<file path="src/rtl/uart_tx_queue_if.sv">
// ----------------------------------------------------------------------------
// uart_tx_queue_if
// Groups the host write port and the UART launch handshake of uart_tx_queue.
//
// Signals:
//   wr_en, wr_data      host -> queue   one byte per cycle when wr_en=1
//   full, empty, count  queue -> host   occupancy (count excludes the byte in flight)
//   overflow            queue -> host   sticky, a write was attempted while full
//   tx_start, tx_data   queue -> UART   one-cycle launch pulse and frame byte
//   tx_busy             UART -> queue   frame in progress
//   flush, err_cnt      only when UART_TXQ_FLUSH_EN is defined
//
// Modports:
//   slave  - the queue itself
//   master - the environment (host plus UART) around it
// DEPTH must match the DEPTH of the uart_tx_queue instance bound to it.
// ----------------------------------------------------------------------------
interface uart_tx_queue_if #(
    parameter int DEPTH = 8
);
    localparam int AW = $clog2(DEPTH);

    logic          wr_en;
    logic [7:0]    wr_data;
    logic          full;
    logic          empty;
    logic [AW:0]   count;
    logic          overflow;
    logic          tx_start;
    logic [7:0]    tx_data;
    logic          tx_busy;
`ifdef UART_TXQ_FLUSH_EN
    logic          flush;
    logic [7:0]    err_cnt;
`endif

    modport slave (
        input  wr_en, wr_data, tx_busy,
`ifdef UART_TXQ_FLUSH_EN
        input  flush,
        output err_cnt,
`endif
        output full, empty, count, overflow, tx_start, tx_data
    );

    modport master (
        output wr_en, wr_data, tx_busy,
`ifdef UART_TXQ_FLUSH_EN
        output flush,
        input  err_cnt,
`endif
        input  full, empty, count, overflow, tx_start, tx_data
    );
endinterface

</file>
<file path="src/rtl/uart_tx_queue.sv">
// ----------------------------------------------------------------------------
// uart_tx_queue
// Byte FIFO in front of a UART transmitter. The host writes bytes at full clock
// rate; the queue launches one UART frame per byte, in order, and waits for
// each frame to finish (tx_busy low) before launching the next.
//
// Ports:
//   clk     clock, rising edge
//   rst     asynchronous, active-high reset; queued bytes are discarded
//   txq_io  uart_tx_queue_if.slave (host write port + UART handshake)
//
// Parameters:
//   DEPTH   FIFO entries, power of two, >= 2
//
// Build option:
//   UART_TXQ_FLUSH_EN  adds flush input (drop every queued byte, clear
//                      overflow) and err_cnt output (saturating count of
//                      launches the UART never acknowledged).
// ----------------------------------------------------------------------------
module uart_tx_queue #(
    parameter  int DEPTH = 8,
    localparam int AW    = $clog2(DEPTH)
) (
    input  logic           clk,
    input  logic           rst,
    uart_tx_queue_if.slave txq_io
);

    typedef enum logic [1:0] {
        IDLE,
        WAIT_BUSY,
        WAIT_DONE
    } state_e;

    localparam logic [AW-1:0] PTR_ONE   = AW'(1);
    localparam logic [AW:0]   CNT_ONE   = (AW+1)'(1);
    localparam logic [AW:0]   CNT_FULL  = (AW+1)'(DEPTH);
    // Cycles WAIT_BUSY waits for tx_busy before giving the byte up.
    localparam logic [1:0]    WAIT_LAST = 2'd2;

    logic [7:0]    mem_q [DEPTH];
    logic [AW-1:0] wr_ptr_q, wr_ptr_d;
    logic [AW-1:0] rd_ptr_q, rd_ptr_d;
    logic [AW:0]   count_q, count_d;
    logic          overflow_q, overflow_d;

    state_e        state_q;
    logic [1:0]    wait_cnt_q;
    logic          tx_start_q;
    logic [7:0]    tx_data_q;
`ifdef UART_TXQ_FLUSH_EN
    logic [7:0]    err_cnt_q;
`endif

    logic full, empty, push, pop, flush_req;

    // ------------------------------------------------------------------
    // Occupancy and next-state pointer logic
    // ------------------------------------------------------------------
    always_comb begin
        // NOTE: every signal gets a default at the top so no path leaves it unassigned (no latch).
        full       = (count_q == CNT_FULL);
        empty      = (count_q == '0);
`ifdef UART_TXQ_FLUSH_EN
        flush_req  = txq_io.flush;
`else
        flush_req  = 1'b0;
`endif
        // A pop only happens when the FSM is idle and the UART is free.
        pop        = (state_q == IDLE) && !empty && !txq_io.tx_busy;
        // 'full' is the pre-pop count, so a full FIFO refuses a write even on a pop cycle.
        push       = txq_io.wr_en && !full && !flush_req;

        wr_ptr_d   = wr_ptr_q;
        rd_ptr_d   = rd_ptr_q;
        count_d    = count_q;
        overflow_d = overflow_q | (txq_io.wr_en & full);

        if (push) wr_ptr_d = wr_ptr_q + PTR_ONE;
        if (pop)  rd_ptr_d = rd_ptr_q + PTR_ONE;

        unique case ({push, pop})
            2'b10:   count_d = count_q + CNT_ONE;
            2'b01:   count_d = count_q - CNT_ONE;
            default: count_d = count_q;
        endcase

        // Flush empties the queue but leaves any byte already handed to the FSM alone.
        if (flush_req) begin
            rd_ptr_d   = wr_ptr_q;
            count_d    = '0;
            overflow_d = 1'b0;
        end
    end

    // ------------------------------------------------------------------
    // Storage
    // ------------------------------------------------------------------
    // NOTE: the data array has no reset; pointers and count decide what is valid.
    always_ff @(posedge clk) begin
        if (push) mem_q[wr_ptr_q] <= txq_io.wr_data;
    end

    // NOTE: sequential state uses non-blocking assignments only.
    always_ff @(posedge clk or posedge rst) begin
        if (rst) begin
            wr_ptr_q   <= '0;
            rd_ptr_q   <= '0;
            count_q    <= '0;
            overflow_q <= 1'b0;
        end else begin
            wr_ptr_q   <= wr_ptr_d;
            rd_ptr_q   <= rd_ptr_d;
            count_q    <= count_d;
            overflow_q <= overflow_d;
        end
    end

    // ------------------------------------------------------------------
    // Launch FSM with registered tx_start / tx_data
    // ------------------------------------------------------------------
    always_ff @(posedge clk or posedge rst) begin
        if (rst) begin
            state_q    <= IDLE;
            wait_cnt_q <= '0;
            tx_start_q <= 1'b0;
            tx_data_q  <= 8'h00;
`ifdef UART_TXQ_FLUSH_EN
            err_cnt_q  <= 8'h00;
`endif
        end else begin
            // Launch pulse is exactly one cycle wide.
            tx_start_q <= 1'b0;
            unique case (state_q)
                IDLE: begin
                    if (pop) begin
                        tx_data_q  <= mem_q[rd_ptr_q];
                        tx_start_q <= 1'b1;
                        wait_cnt_q <= '0;
                        state_q    <= WAIT_BUSY;
                    end
                end
                WAIT_BUSY: begin
                    if (txq_io.tx_busy) begin
                        state_q <= WAIT_DONE;
                    end else if (wait_cnt_q == WAIT_LAST) begin
                        // UART never acknowledged: drop this byte and move on.
                        state_q <= IDLE;
`ifdef UART_TXQ_FLUSH_EN
                        if (err_cnt_q != 8'hFF) err_cnt_q <= err_cnt_q + 8'd1;
`endif
                    end else begin
                        wait_cnt_q <= wait_cnt_q + 2'd1;
                    end
                end
                WAIT_DONE: begin
                    if (!txq_io.tx_busy) state_q <= IDLE;
                end
                default: state_q <= IDLE;
            endcase
        end
    end

    assign txq_io.full     = full;
    assign txq_io.empty    = empty;
    assign txq_io.count    = count_q;
    assign txq_io.overflow = overflow_q;
    assign txq_io.tx_start = tx_start_q;
    assign txq_io.tx_data  = tx_data_q;
`ifdef UART_TXQ_FLUSH_EN
    assign txq_io.err_cnt  = err_cnt_q;
`endif

endmodule
</file>
<file path="src/flat_wrapper.sv">
// flat-port wrapper written by rule: the top's interface ports become plain ports
module uart_tx_queue_flat 
#(
    parameter  int DEPTH = 8,
    localparam int AW    = $clog2(DEPTH)
)
  (clk, rst, txq_io_wr_en, txq_io_wr_data, txq_io_tx_busy, txq_io_full, txq_io_empty, txq_io_count, txq_io_overflow, txq_io_tx_start, txq_io_tx_data);
  uart_tx_queue_if #(.DEPTH(DEPTH)) txq_io_i ();
  input  logic clk;
  input  logic rst;
  input wire logic [$bits(txq_io_i.wr_en)-1:0] txq_io_wr_en;
  input wire logic [$bits(txq_io_i.wr_data)-1:0] txq_io_wr_data;
  input wire logic [$bits(txq_io_i.tx_busy)-1:0] txq_io_tx_busy;
  output wire logic [$bits(txq_io_i.full)-1:0] txq_io_full;
  output wire logic [$bits(txq_io_i.empty)-1:0] txq_io_empty;
  output wire logic [$bits(txq_io_i.count)-1:0] txq_io_count;
  output wire logic [$bits(txq_io_i.overflow)-1:0] txq_io_overflow;
  output wire logic [$bits(txq_io_i.tx_start)-1:0] txq_io_tx_start;
  output wire logic [$bits(txq_io_i.tx_data)-1:0] txq_io_tx_data;
  assign txq_io_i.wr_en = txq_io_wr_en;
  assign txq_io_i.wr_data = txq_io_wr_data;
  assign txq_io_i.tx_busy = txq_io_tx_busy;
  assign txq_io_full = txq_io_i.full;
  assign txq_io_empty = txq_io_i.empty;
  assign txq_io_count = txq_io_i.count;
  assign txq_io_overflow = txq_io_i.overflow;
  assign txq_io_tx_start = txq_io_i.tx_start;
  assign txq_io_tx_data = txq_io_i.tx_data;
  uart_tx_queue #(.DEPTH(DEPTH)) u_core (.clk(clk), .rst(rst), .txq_io(txq_io_i));
endmodule
</file>
<file path="config.mk">
export PLATFORM = sky130hd
export DESIGN_NAME = uart_tx_queue_flat
export DESIGN_NICKNAME = d
export VERILOG_FILES = /design/src/rtl/uart_tx_queue_if.sv /design/src/rtl/uart_tx_queue.sv /design/src/flat_wrapper.sv
export SDC_FILE = /design/constraint.sdc
export NUM_CORES = 1
export LEC_CHECK = 0
export CORE_ASPECT_RATIO = 1.25
export CORE_MARGIN = 2
export CORE_UTILIZATION = 30
export DETAILED_ROUTE_END_ITERATION = 12
export HOLD_SLACK_MARGIN = 0.12
export SYNTH_ARGS = -nofsm -noshare
export SYNTH_HDL_FRONTEND = slang
export SYNTH_SLANG_ARGS = --single-unit
export TNS_END_PERCENT = 50
</file>
<file path="constraint.sdc">
create_clock -name clk -period 3.1 [get_ports clk]
set_input_delay 0.62 -clock clk [delete_from_list [all_inputs] [get_ports clk]]
set_output_delay 0.62 -clock clk [all_outputs]
set_load 0.005 [all_outputs]
</file>
==> impl_metrics.yaml <==
floorplan:
  boundaryPins: 28
  die_w_um: 101
  std_cell_rows: 44
  start_util_pct: 30.5
  die-height_um: 125
  coreArea_um2: 11600
  dieArea_um2: 12600
synthesis:
  synth_top_cells_by_count: "edfxtp_1, dfrtp_1, nand2_1"
  synth_top_cells_by_area: "edfxtp_1, dfrtp_1, mux4_2"
  yosysMostFrequentCell: "edfxtp_1"
  async_flop_share_pct: 27.3
  synth_top_area_cell: "edfxtp_1"
  synth-seq-area-share_pct: 71.5
  synth.distinct_cells: 31
  synth_edf_count: 64
  syn_avg_cell_area_um2: 17.2
  synth.top_cell.area_share_pct: 54.5
  synthesis.area_um2: 3530
  ys_warn_count: 0
  ys_dominant_reg_cell: "edfxtp_1"
  synthCells: 205
  ys_ff_latch: 88
  syn_nets: 223
layout:
  seq_area_um2: 2520
  drive_gt1_share_pct: 18.0
  nets: 263
  fillerInstances: 1094
  multiInputGateArea_um2: 935
  antenna_cells: 0
  syn_to_final_growth_pct: 21.1
cts:
  cts.sinks: 88
  cts_tree: "built"
  clk_pin_slew_ps: 60
  post_cts_buffers: 0
  clk_latency_ps: 330
  cts-resized-gates: 0
  cts_buffers: 9
  ctsHoldBuffers: 0
  clockBufferDepth: 2
  htree_levels: 3
  cts-root-buf: "clkbuf_16"
sta:
  rsz0062_at_grt: "no"
  skew_ps: 3.97
  worst_pin_slew_ps: 896
  hold_viol_final: 0
  setup_violations: 0
  period_needed_ps: 2510
  max_freq_mhz: 398
  finalCritPeriodShare_pct: 81.1
  slew_violations: 0
  max_slew_margin_pct: 40.2
  fin_setup_tns_ps: 0
global_routing:
  grt_util_all_layers_pct: 11.0
  grt_first_pass_wirelength_um: 10300
  grt_pass1_vias: 1916
  grt_max_degree: 25
  antenna_found_initial: 0
  grt-ovfl-total: 0
worst_setup_path:
  r2r_cells: 10
  required_ps: 3310
  critPathCaptureType: "flop"
  startpoint_type: "input pin"
  arrival_ps: 2730
  cp_max_fo: 5
  critPathKind: "in2reg"
placed_design:
  place_congestion: 0.733
  io_buffers: 27
  hpwl_um: 4070
routing:
  drt-initial-drc-count: 65
  drcViolationCount: 0
  vias: 1826
  wl_per_cell_um: 16.2
  wirelength_um: 6290
  ant_nets: 0
  dr.pass1.iters: 6
  vias_per_cell: 4.71
pwr:
  powerDensity_nw_per_um2: 919
  peakVddDrop_uv: 323
  power_w: 0.00393
  p_leak_nw: 1.56
run:
  drv_cap: 0
min_path:
  whs_path_depth: 1
  holdCritPathClass: "reg2reg"
status:
  status: "completed"
## through the flow
stage                     instance area (um^2)  hold slack, ps  instances  worst slack, ps  util, %
after global placement                    4000             448        372              251     34.6
after CTS                                 4270             468        388              582     36.9
after detailed placement                  4000             452        372              233     34.6
after global routing                      4270             501        388              423     36.9
after floorplan                           3530             451        205              536        -
final                                     4270             461        388              586     36.9
## cell type report
class / instances / share of cell area, %
Inverter: 6 / 0.528
Timing Repair Buffer: 37 / 8.09
Multi-Input combinational cell: 103 / 21.9
Sequential cell: 88 / 59.1
Tap cell: 138 / 4.04
Clock inverter: 7 / 1.08
Clock buffer: 9 / 5.28
## where the power goes
| group | leakage, nW | switching, W | internal, W |
|---|---|---|---|
| sequential | 0.873 | 0.000253 | 0.00155 |
| combinational | 0.551 | 0.000491 | 0.000653 |
| clock | 0.140 | 0.000439 | 0.000544 |
## critical path, stage by stage
cell and delay [ps]:
clkdlybuf4s50_1 450, or4_1 510, inv_1 100, ha_1 250, xor2_1 100, ha_1 190
a21oi_1 140, xor2_1 160, nor2_1 60, xor2_1 140
## path summary, 6_finish.rpt
kind / start / end / slack (ps)
setup reg to reg: u_core.txq_io.count[0]$_DFFE_PP0P_ / u_core.txq_io.count[2]$_DFFE_PP0P_ / 680
hold / removal: u_core.txq_io.overflow$_DFF_PP0_ / u_core.txq_io.overflow$_DFF_PP0_ / 460
max in group asynchronous: rst / u_core.txq_io.tx_data[6]$_DFFE_PP0P_ / 1760
setup / recovery: txq_io_tx_busy / u_core.txq_io.count[2]$_DFFE_PP0P_ / 590
hold reg to reg: u_core.txq_io.overflow$_DFF_PP0_ / u_core.txq_io.overflow$_DFF_PP0_ / 460
min in group asynchronous: rst / u_core.state_q[1]$_DFFE_PP0P_ / 780
## flip-flops by register name (all words and copies together), names as in the netlist
| name | count |
|---|---|
| u_core.txq_io.overflow | 1 |
| u_core.txq_io.count | 4 |
| u_core.mem_q | 64 |
| u_core.txq_io.tx_data | 8 |
| u_core.wait_cnt_q | 2 |
| u_core.rd_ptr_q | 3 |
| u_core.wr_ptr_q | 3 |
| u_core.txq_io.tx_start | 1 |
| u_core.state_q | 2 |
## cell families (layout without fill, tap and decap cells)
logic type	after synthesis	after routing	synth area share (%)
xor+xnor	9	9	2.24
buf+inv	14	59	1.95
compound gates	19	19	3.30
flops	88	88	71.5
mux	25	25	12.8
simple gates	44	44	6.03
fa+ha+maj	6	6	2.13
## metal layers
layer | up-vias | wire [um] | share of wire (%) | global-route usage (%)
li1 | 858 | - | - | -
met5 | - | 0 | 0 | 0
met2 | 37 | 3030 | 48 | 16.9
met3 | 13 | 195 | 3.1 | 2.24
met4 | 0 | 209 | 3.3 | 6.68
met1 | 918 | 2850 | 45 | 14.3
## cell usage in the layout (no fill, tap or decap)
cell type        synthesis  final
edfxtp_1                64     64
clkdlybuf4s50_1          0     27
dfrtp_1                 24     24
nand2_1                 21     21
mux4_2                  16     16
nor2_1                  10     10
o21ai_0                 10     10
buf_4                    1     10
clkbuf_16                0      9
mux2i_1                  8      8
inv_1                    6      6
ha_1                     6      6
xnor2_1                  5      5
xor2_1                   4      4
nand2b_1                 4      4
clkinv_2                 0      4
a22o_1                   3      3
a21oi_1                  2      2
a21o_1                   2      2
nor3_1                   2      2
inv_6                    0      2
nor4_2                   1      1
and2_1                   1      1
or4_1                    1      1
mux2_2                   1      1
nor4_1                   1      1
nor4b_2                  1      1
nor2b_1                  1      1
nor3b_1                  1      1
o22ai_1                  1      1
a32oi_1                  1      1
clkinv_4                 0      1
No activity file was read; power rests on OpenSTA's default activity.
